File: config.mk
export PLATFORM = sky130hd
export DESIGN_NAME = sram_arbiter
export DESIGN_NICKNAME = d
export VERILOG_FILES = /design/src/rtl/sram_arbiter.sv
export SDC_FILE = /design/constraint.sdc
export NUM_CORES = 1
export LEC_CHECK = 0
export BUFFER_PORTS_ARGS = -buffer_cell sky130_fd_sc_hd__buf_2
export CAP_MARGIN = 20
export CORE_UTILIZATION = 35
export DETAILED_ROUTE_END_ITERATION = 12
export GPL_ROUTABILITY_DRIVEN = 0
export PLACE_DENSITY = 0.74
export SLEW_MARGIN = 5
export SYNTH_ARGS = -nofsm -noshare
export SYNTH_HDL_FRONTEND = slang
export SYNTH_SLANG_ARGS = --single-unit
File: constraint.sdc
create_clock -name clk -period 1.8 [get_ports clk]
set_input_delay 0.18 -clock clk [delete_from_list [all_inputs] [get_ports clk]]
set_output_delay 0.18 -clock clk [all_outputs]
set_load 0.01 [all_outputs]
File: src/rtl/sram_arbiter.sv
// sram_arbiter
//
// Shares one single-transaction SRAM controller between two bus masters
// (typically the CPU bridge on port 0 and a video/DMA fetcher on port 1).
// Requests are level-held; the winning request's command, address and write
// data are latched at grant so the requester is free to change them while
// the access is in flight. The controller is driven with one-cycle
// read/write strobes, the arbiter waits for it to go busy and come back
// to idle, then returns a one-cycle acknowledge (with read data on reads).
//
// Parameters
//   ADDR_WIDTH  word address width (matches the controller)
//   DATA_WIDTH  data word width
//   FIXED_PRIO  0 = round-robin between the ports, 1 = port 0 always wins
//
// Ports
//   clk, reset_n          clock; asynchronous active-low reset
//   pN_req                port N request, level, held until pN_ack
//   pN_we                 port N direction, 1 = write
//   pN_addr, pN_wdata     port N address / write data
//   pN_rdata              port N read data, valid with pN_ack, held until
//                         the next read acknowledge on that port
//   pN_ack                port N one-cycle completion pulse
//   sram_read/write       one-cycle strobes to the controller
//   sram_address          latched address to the controller
//   sram_data_write       latched write data to the controller
//   sram_data_read        controller read result
//   sram_ready            controller idle flag
//   busy                  high whenever the arbiter is not idle
//   owner                 port of the current or most recent grant
module sram_arbiter #(
    parameter int ADDR_WIDTH = 18,
    parameter int DATA_WIDTH = 16,
    parameter int FIXED_PRIO = 0
) (
    input  logic                  clk,
    input  logic                  reset_n,

    input  logic                  p0_req,
    input  logic                  p0_we,
    input  logic [ADDR_WIDTH-1:0] p0_addr,
    input  logic [DATA_WIDTH-1:0] p0_wdata,
    output logic [DATA_WIDTH-1:0] p0_rdata,
    output logic                  p0_ack,

    input  logic                  p1_req,
    input  logic                  p1_we,
    input  logic [ADDR_WIDTH-1:0] p1_addr,
    input  logic [DATA_WIDTH-1:0] p1_wdata,
    output logic [DATA_WIDTH-1:0] p1_rdata,
    output logic                  p1_ack,

    output logic                  sram_read,
    output logic                  sram_write,
    output logic [ADDR_WIDTH-1:0] sram_address,
    output logic [DATA_WIDTH-1:0] sram_data_write,
    input  logic [DATA_WIDTH-1:0] sram_data_read,
    input  logic                  sram_ready,

    output logic                  busy,
    output logic                  owner
);

    typedef enum logic [1:0] {
        IDLE  = 2'd0,
        ISSUE = 2'd1,
        WAIT  = 2'd2,
        ACK   = 2'd3
    } state_t;

    state_t                  state_q, state_nxt;
    logic                    owner_q, owner_nxt;
    logic                    last_grant_q, last_grant_nxt;
    logic                    we_q, we_nxt;
    logic                    seen_busy_q, seen_busy_nxt;
    logic [ADDR_WIDTH-1:0]   addr_q, addr_nxt;
    logic [DATA_WIDTH-1:0]   wdata_q, wdata_nxt;
    logic [DATA_WIDTH-1:0]   rdata0_q, rdata0_nxt;
    logic [DATA_WIDTH-1:0]   rdata1_q, rdata1_nxt;

    logic                    any_req;
    logic                    winner;

    // Winner selection. With a single requester it simply wins; under
    // contention round-robin favours the port that was not granted last.
    always_comb begin
        any_req = p0_req | p1_req;
        if (p0_req && p1_req) begin
            winner = (FIXED_PRIO != 0) ? 1'b0 : ~last_grant_q;
        end else begin
            winner = p1_req;
        end
    end

    // Next-state and datapath update
    always_comb begin
        state_nxt      = state_q;
        owner_nxt      = owner_q;
        last_grant_nxt = last_grant_q;
        we_nxt         = we_q;
        seen_busy_nxt  = seen_busy_q;
        addr_nxt       = addr_q;
        wdata_nxt      = wdata_q;
        rdata0_nxt     = rdata0_q;
        rdata1_nxt     = rdata1_q;

        case (state_q)
            IDLE: begin
                if (any_req) begin
                    owner_nxt      = winner;
                    last_grant_nxt = winner;
                    we_nxt         = winner ? p1_we    : p0_we;
                    addr_nxt       = winner ? p1_addr  : p0_addr;
                    wdata_nxt      = winner ? p1_wdata : p0_wdata;
                    state_nxt      = ISSUE;
                end
            end

            ISSUE: begin
                // The strobe fires combinationally in the cycle the
                // controller reports idle; otherwise just hold.
                if (sram_ready) begin
                    seen_busy_nxt = 1'b0;
                    state_nxt     = WAIT;
                end
            end

            WAIT: begin
                // sram_ready is still high in the cycle after the strobe,
                // so completion only counts once the controller has been
                // seen busy.
                if (!sram_ready) begin
                    seen_busy_nxt = 1'b1;
                end else if (seen_busy_q) begin
                    if (!we_q) begin
                        if (owner_q) begin
                            rdata1_nxt = sram_data_read;
                        end else begin
                            rdata0_nxt = sram_data_read;
                        end
                    end
                    state_nxt = ACK;
                end
            end

            ACK: begin
                // No arbitration here: the requester gets one cycle to drop
                // or update its request before IDLE samples it again.
                state_nxt = IDLE;
            end

            default: begin
                state_nxt = IDLE;
            end
        endcase
    end

    always_ff @(posedge clk or negedge reset_n) begin
        if (!reset_n) begin
            state_q      <= IDLE;
            owner_q      <= 1'b0;
            last_grant_q <= 1'b1;
            we_q         <= 1'b0;
            seen_busy_q  <= 1'b0;
            addr_q       <= '0;
            wdata_q      <= '0;
            rdata0_q     <= '0;
            rdata1_q     <= '0;
        end else begin
            state_q      <= state_nxt;
            owner_q      <= owner_nxt;
            last_grant_q <= last_grant_nxt;
            we_q         <= we_nxt;
            seen_busy_q  <= seen_busy_nxt;
            addr_q       <= addr_nxt;
            wdata_q      <= wdata_nxt;
            rdata0_q     <= rdata0_nxt;
            rdata1_q     <= rdata1_nxt;
        end
    end

    // Outputs are decoded from registered state so they all drop to zero
    // the moment reset is asserted.
    assign sram_read       = (state_q == ISSUE) && sram_ready && !we_q;
    assign sram_write      = (state_q == ISSUE) && sram_ready &&  we_q;
    assign sram_address    = addr_q;
    assign sram_data_write = wdata_q;
    assign p0_ack          = (state_q == ACK) && !owner_q;
    assign p1_ack          = (state_q == ACK) &&  owner_q;
    assign p0_rdata        = rdata0_q;
    assign p1_rdata        = rdata1_q;
    assign busy            = (state_q != IDLE);
    assign owner           = owner_q;

endmodule

# After elaboration in Yosys (flattened, before gate mapping)
# Index checks and enable logic that the tools add are counted.
totals:
  reg_bits: 72
  latchBits: 0
  ram_bits: 0
  mem_bits_ro: 0
  in_bits: 91
  output_inout_bits: 72
  elab_cells: 49
  mem_count: 0
op_classes:
  n_addsub: 0
  multipliers: 0
  div: 0
  n_lt_le_gt_ge: 0
  eq_ne: 8
  shift: 0
  n_mux: 12
  bitwise_logic: 4
  reduce_logical: 16
ops:
  columns: ["op", "count"]
  rows:
  - ["$mux W18", 1]
  - ["$mux W16", 1]
  - ["$ne A2 B2 Y1 const B", 5]
  - ["$reduce_and A5 Y1", 2]
  - ["$mux W2", 4]
  - ["$pmux W2 S4", 1]
  - ["$logic_and A1 B1 Y1", 6]
  - ["$eq A2 B2 Y1 const B", 2]
  - ["$mux W1", 4]
  - ["$reduce_and A4 Y1", 1]
  - ["$reduce_bool A2 Y1", 2]
  - ["$not A1 Y1", 3]
  - ["$reduce_and A3 Y1", 1]
  - ["$eq A2 B1 Y1 const B", 1]
  - ["$logic_not A1 Y1", 2]
  - ["$logic_not A2 Y1", 1]
  - ["$pmux W1 S2", 1]
  - ["$reduce_and A2 Y1", 1]
  - ["$or A1 B1 Y1", 1]

# Logic depth before layout (Yosys ltp)
logic_depth:
  word_depth: 3
  ltp_mapped: 7
  depth_no_buf: 5

# Worst setup path after synthesis
# No wires, ideal clock.
synth_path:
  kind: "flip-flop to flip-flop"
  from: "reg state_q[0]"
  to: "reg rdata1_q[10] (netlist: p1_rdata[10])"
  setup_time_ps: 125
  arrival_ps: 1568
  required_time_ps: 1675
  setup_slack_ps: 107
  path_stages_with_launch: 8
  n_path_buf: 2
  synth_period_minus_slack_ps: 1693
  path_cell_list: "dfrtp_1 > inv_1 > ha_1 > nand4b_1 > or2_1 > buf_6 > buf_12 > mux2_4"
synth_via:
  elab_chain_cells: 2
synth_lines:
  columns: ["element", "line_no", "source"]
  rows:
  - ["start, declared", "71", "state_t state_q, state_nxt;"]
  - ["start signal, assigned", "170", "state_q <= state_nxt;"]
  - ["$eq A2 B2 Y1", "107", "case (state_q)"]
  - ["$reduce_and A5 Y1 (no source line)", null, null]
  - ["end signal, assigned", "178", "rdata1_q <= rdata1_nxt;"]
  - ["end, declared", "79", "logic [DATA_WIDTH-1:0] rdata1_q, rdata1_nxt;"]
# Every way passes these cells.
# A chain may end at the register's enable or synchronous reset.

# Final worst setup path
layout_path:
  from: "reg state_q[0]"
  to: "reg rdata1_q[12] (netlist: p1_rdata[12])"
# The elaborated chain is that of the path after synthesis.

==> out/qor.csv <==
metric;value;unit
Max Cap Violations;0;
Area after DPL;0.00414;mm^2
RSZ-0062 raised after global routing;true;
row cnt;34;
routed wire length per instance;13.5;um
Place WS;0.0851;ns
mean post-synth cell area;12.4;um^2
Num Clock Sinks;72;
clock tree buffer depth;2;
Tmin final;1.73;ns
GRT Util Overall;0.165;
top_reg_cell synth;dfrtp_1;
leakage power;2.39;nW
crit path buf inv count;2;
worst hold path type;in -> reg;
diodes inserted;0;
list of most frequent post-synthesis cells;dfrtp_1 (71), nand2_1 (40), o21ai_0 (37);
initial DRC count;36;
# DRC;0;
post-route cell area;0.00434;mm^2
I/O pins;163;
die width;97.0;um
CP Class;reg -> reg;
pwr dens;1620;mW/mm^2
ys async rst share;1.00;
Critical Path Max Stage Delay;0.42;ns
CP Max Fanout;16;
critical path cell sequence;inv_1, ha_1, nand4b_1, or2_1, buf_12, mux2_4;
status;completed;
Setup crit end kind;flip-flop;
#FFs+latches synth;72;
DR vias;2486;
Root Driver;clkbuf_8;
Seq/Total Area, Yosys;0.570;
gr ovfl total;0;
Post-Route Skew;0.00786;ns
Max Clk Rate;577;MHz
Port Buffers;162;
slew at the pin closest to its max-slew limit;0.445;ns
Min Hold Slack;0.0722;ns
largest net degree at the start of global routing;43;
top cell type's share of synthesized area;0.562;
die area;0.00942;mm^2
slew margin rel.;0.702;
setup ws final;0.0673;ns
Yosys warning count;0;
Critical Path Source Type;flip-flop;
max-slew violation count;0;
first-pass GRT wire length;12.4;mm
initial core utilization;0.363;
Synth Instances;255;
Detail Route Antenna Nets;0;
core area;0.00872;mm^2
Post-Syn Area;0.00316;mm^2
final worst-path cycle share;0.963;
post-CTS setup buffers;0;
initial antenna violation count;0;
vias in the first global route;2570;
Final Hold Fails;0;
Post-Layout Cell Count;534;
Synth area leader;dfrtp_1;
WP data required;2.01;ns
H-tree Lvls;3;
CP arrival;1.95;ns
cell with the most instances after synthesis;dfrtp_1;
synth unique cells;28;
Final setup viols;0;
hpwl dp;5.57;mm
total length of routed wires;7.20;mm
Nets;516;
crit path max-delay cell type;dfrtp_1;
clk_lat worst skew;0.33;ns
dpl cells;517;
ranking of synthesized cells by area;dfrtp_1 (56%), mux2i_1 (11%), mux2_2 (8.2%), o21ai_0 (5.9%), mux2_4 (4.7%);
Area growth, synth to finish;37.3;%
drt pass-1 iters;4;
number of synthesized flops with an enable pin;0;
total negative setup slack;0;ns
delay-heaviest family, CP;flip-flops;
layout cells sized above 1;0.523;
clk slew on worst S/H paths;0.08;ns
Die H;97.0;um
CTS tree;built;
total CTS buffers;9;
reg-to-reg slack, setup;0.07;ns
syn_nets;350;
maximum vdd drop;0.665;mV
via/cell ratio;4.66;
==> layout by cell type, fill, tap and decap left out, types with 2 or more instances in the layout <==
cell type,count
ha_1,4
nand2_1,40
mux2_2,23
buf_12,5
buf_4,2
buf_2,161
clkbuf_8,9
o21ai_0,37
clkinv_2,2
inv_1,4
mux2i_1,35
nor2_1,3
mux2_4,10
clkinvlp_4,3
dfrtp_1,71
==> power by group <==
part,internal [W],total (W),switching [W]
clock network,0.000639,0.00125,0.000609
registers,0.00242,0.00286,0.000440
logic,0.00144,0.00292,0.00149
==> through the flow <==
stage | total power (W) | util
2_1_floorplan | 0.00455 | -
3_3_place_gp | 0.00573 | 0.474
3_5_place_dp | 0.00587 | 0.474
4_1_cts | 0.00716 | 0.498
5_1_grt | 0.00760 | 0.498
6_report | 0.00704 | 0.498
==> what timing repair did <==
item	CTS	global route
endpoints found under the hold margin	29	0
endpoints found under the setup margin	0	8
resized for setup	0	0
hold buffers	1	0
==> sequential cells by signal, summed over array words and instances, names as in the netlist <==
register         flops
last_grant_q         1
sram_address        18
seen_busy_q          1
we_q                 1
p0_rdata            16
sram_data_write     16
state_q              2
p1_rdata            16
owner                1
==> cells by family (layout without fill, tap and decap cells) <==
family / Yosys count / in the layout / synth area share
and+or+nand+nor: 50 / 50 / 0.0669
AOI/OAI and AO/OA: 43 / 43 / 0.0728
DFF: 72 / 72 / 0.570
adders and majority gates: 4 / 4 / 0.0158
muxes: 68 / 68 / 0.240
buffers and inverters: 18 / 189 / 0.0340
==> path summary, 6_finish.rpt <==
kind                                   endpoint       startpoint  cells past startpoint
worst max-delay path               p1_rdata[12]       state_q[0]                      6
worst min-delay path               last_grant_q           p0_req                      2
worst max register to register     p1_rdata[12]       state_q[0]                      6
worst min register to register  sram_address[6]  sram_address[6]                      2
max in group asynchronous          p1_rdata[15]          reset_n                      3
min in group asynchronous          p0_rdata[13]          reset_n                      2
==> layer usage <==
metal / GRT usage / part of all wire / routed length, um
met1: 0.202 / 0.43 / 3110
met4: 0.0712 / 0.015 / 106
met5: 0 / 0 / 0
met3: 0.0434 / 0.079 / 566
met2: 0.273 / 0.47 / 3420
==> layout make-up <==
class                   count  area, um^2
fillers                   781        4380
flip-flops and latches     72        1800
multi-input cells         165        1260
repair buffers            169         931
well taps                 108         135
clock buffers               9         124
clock inverters             7        71.3
inverters                   4        15.0
(Power assumes the default switching activity.)
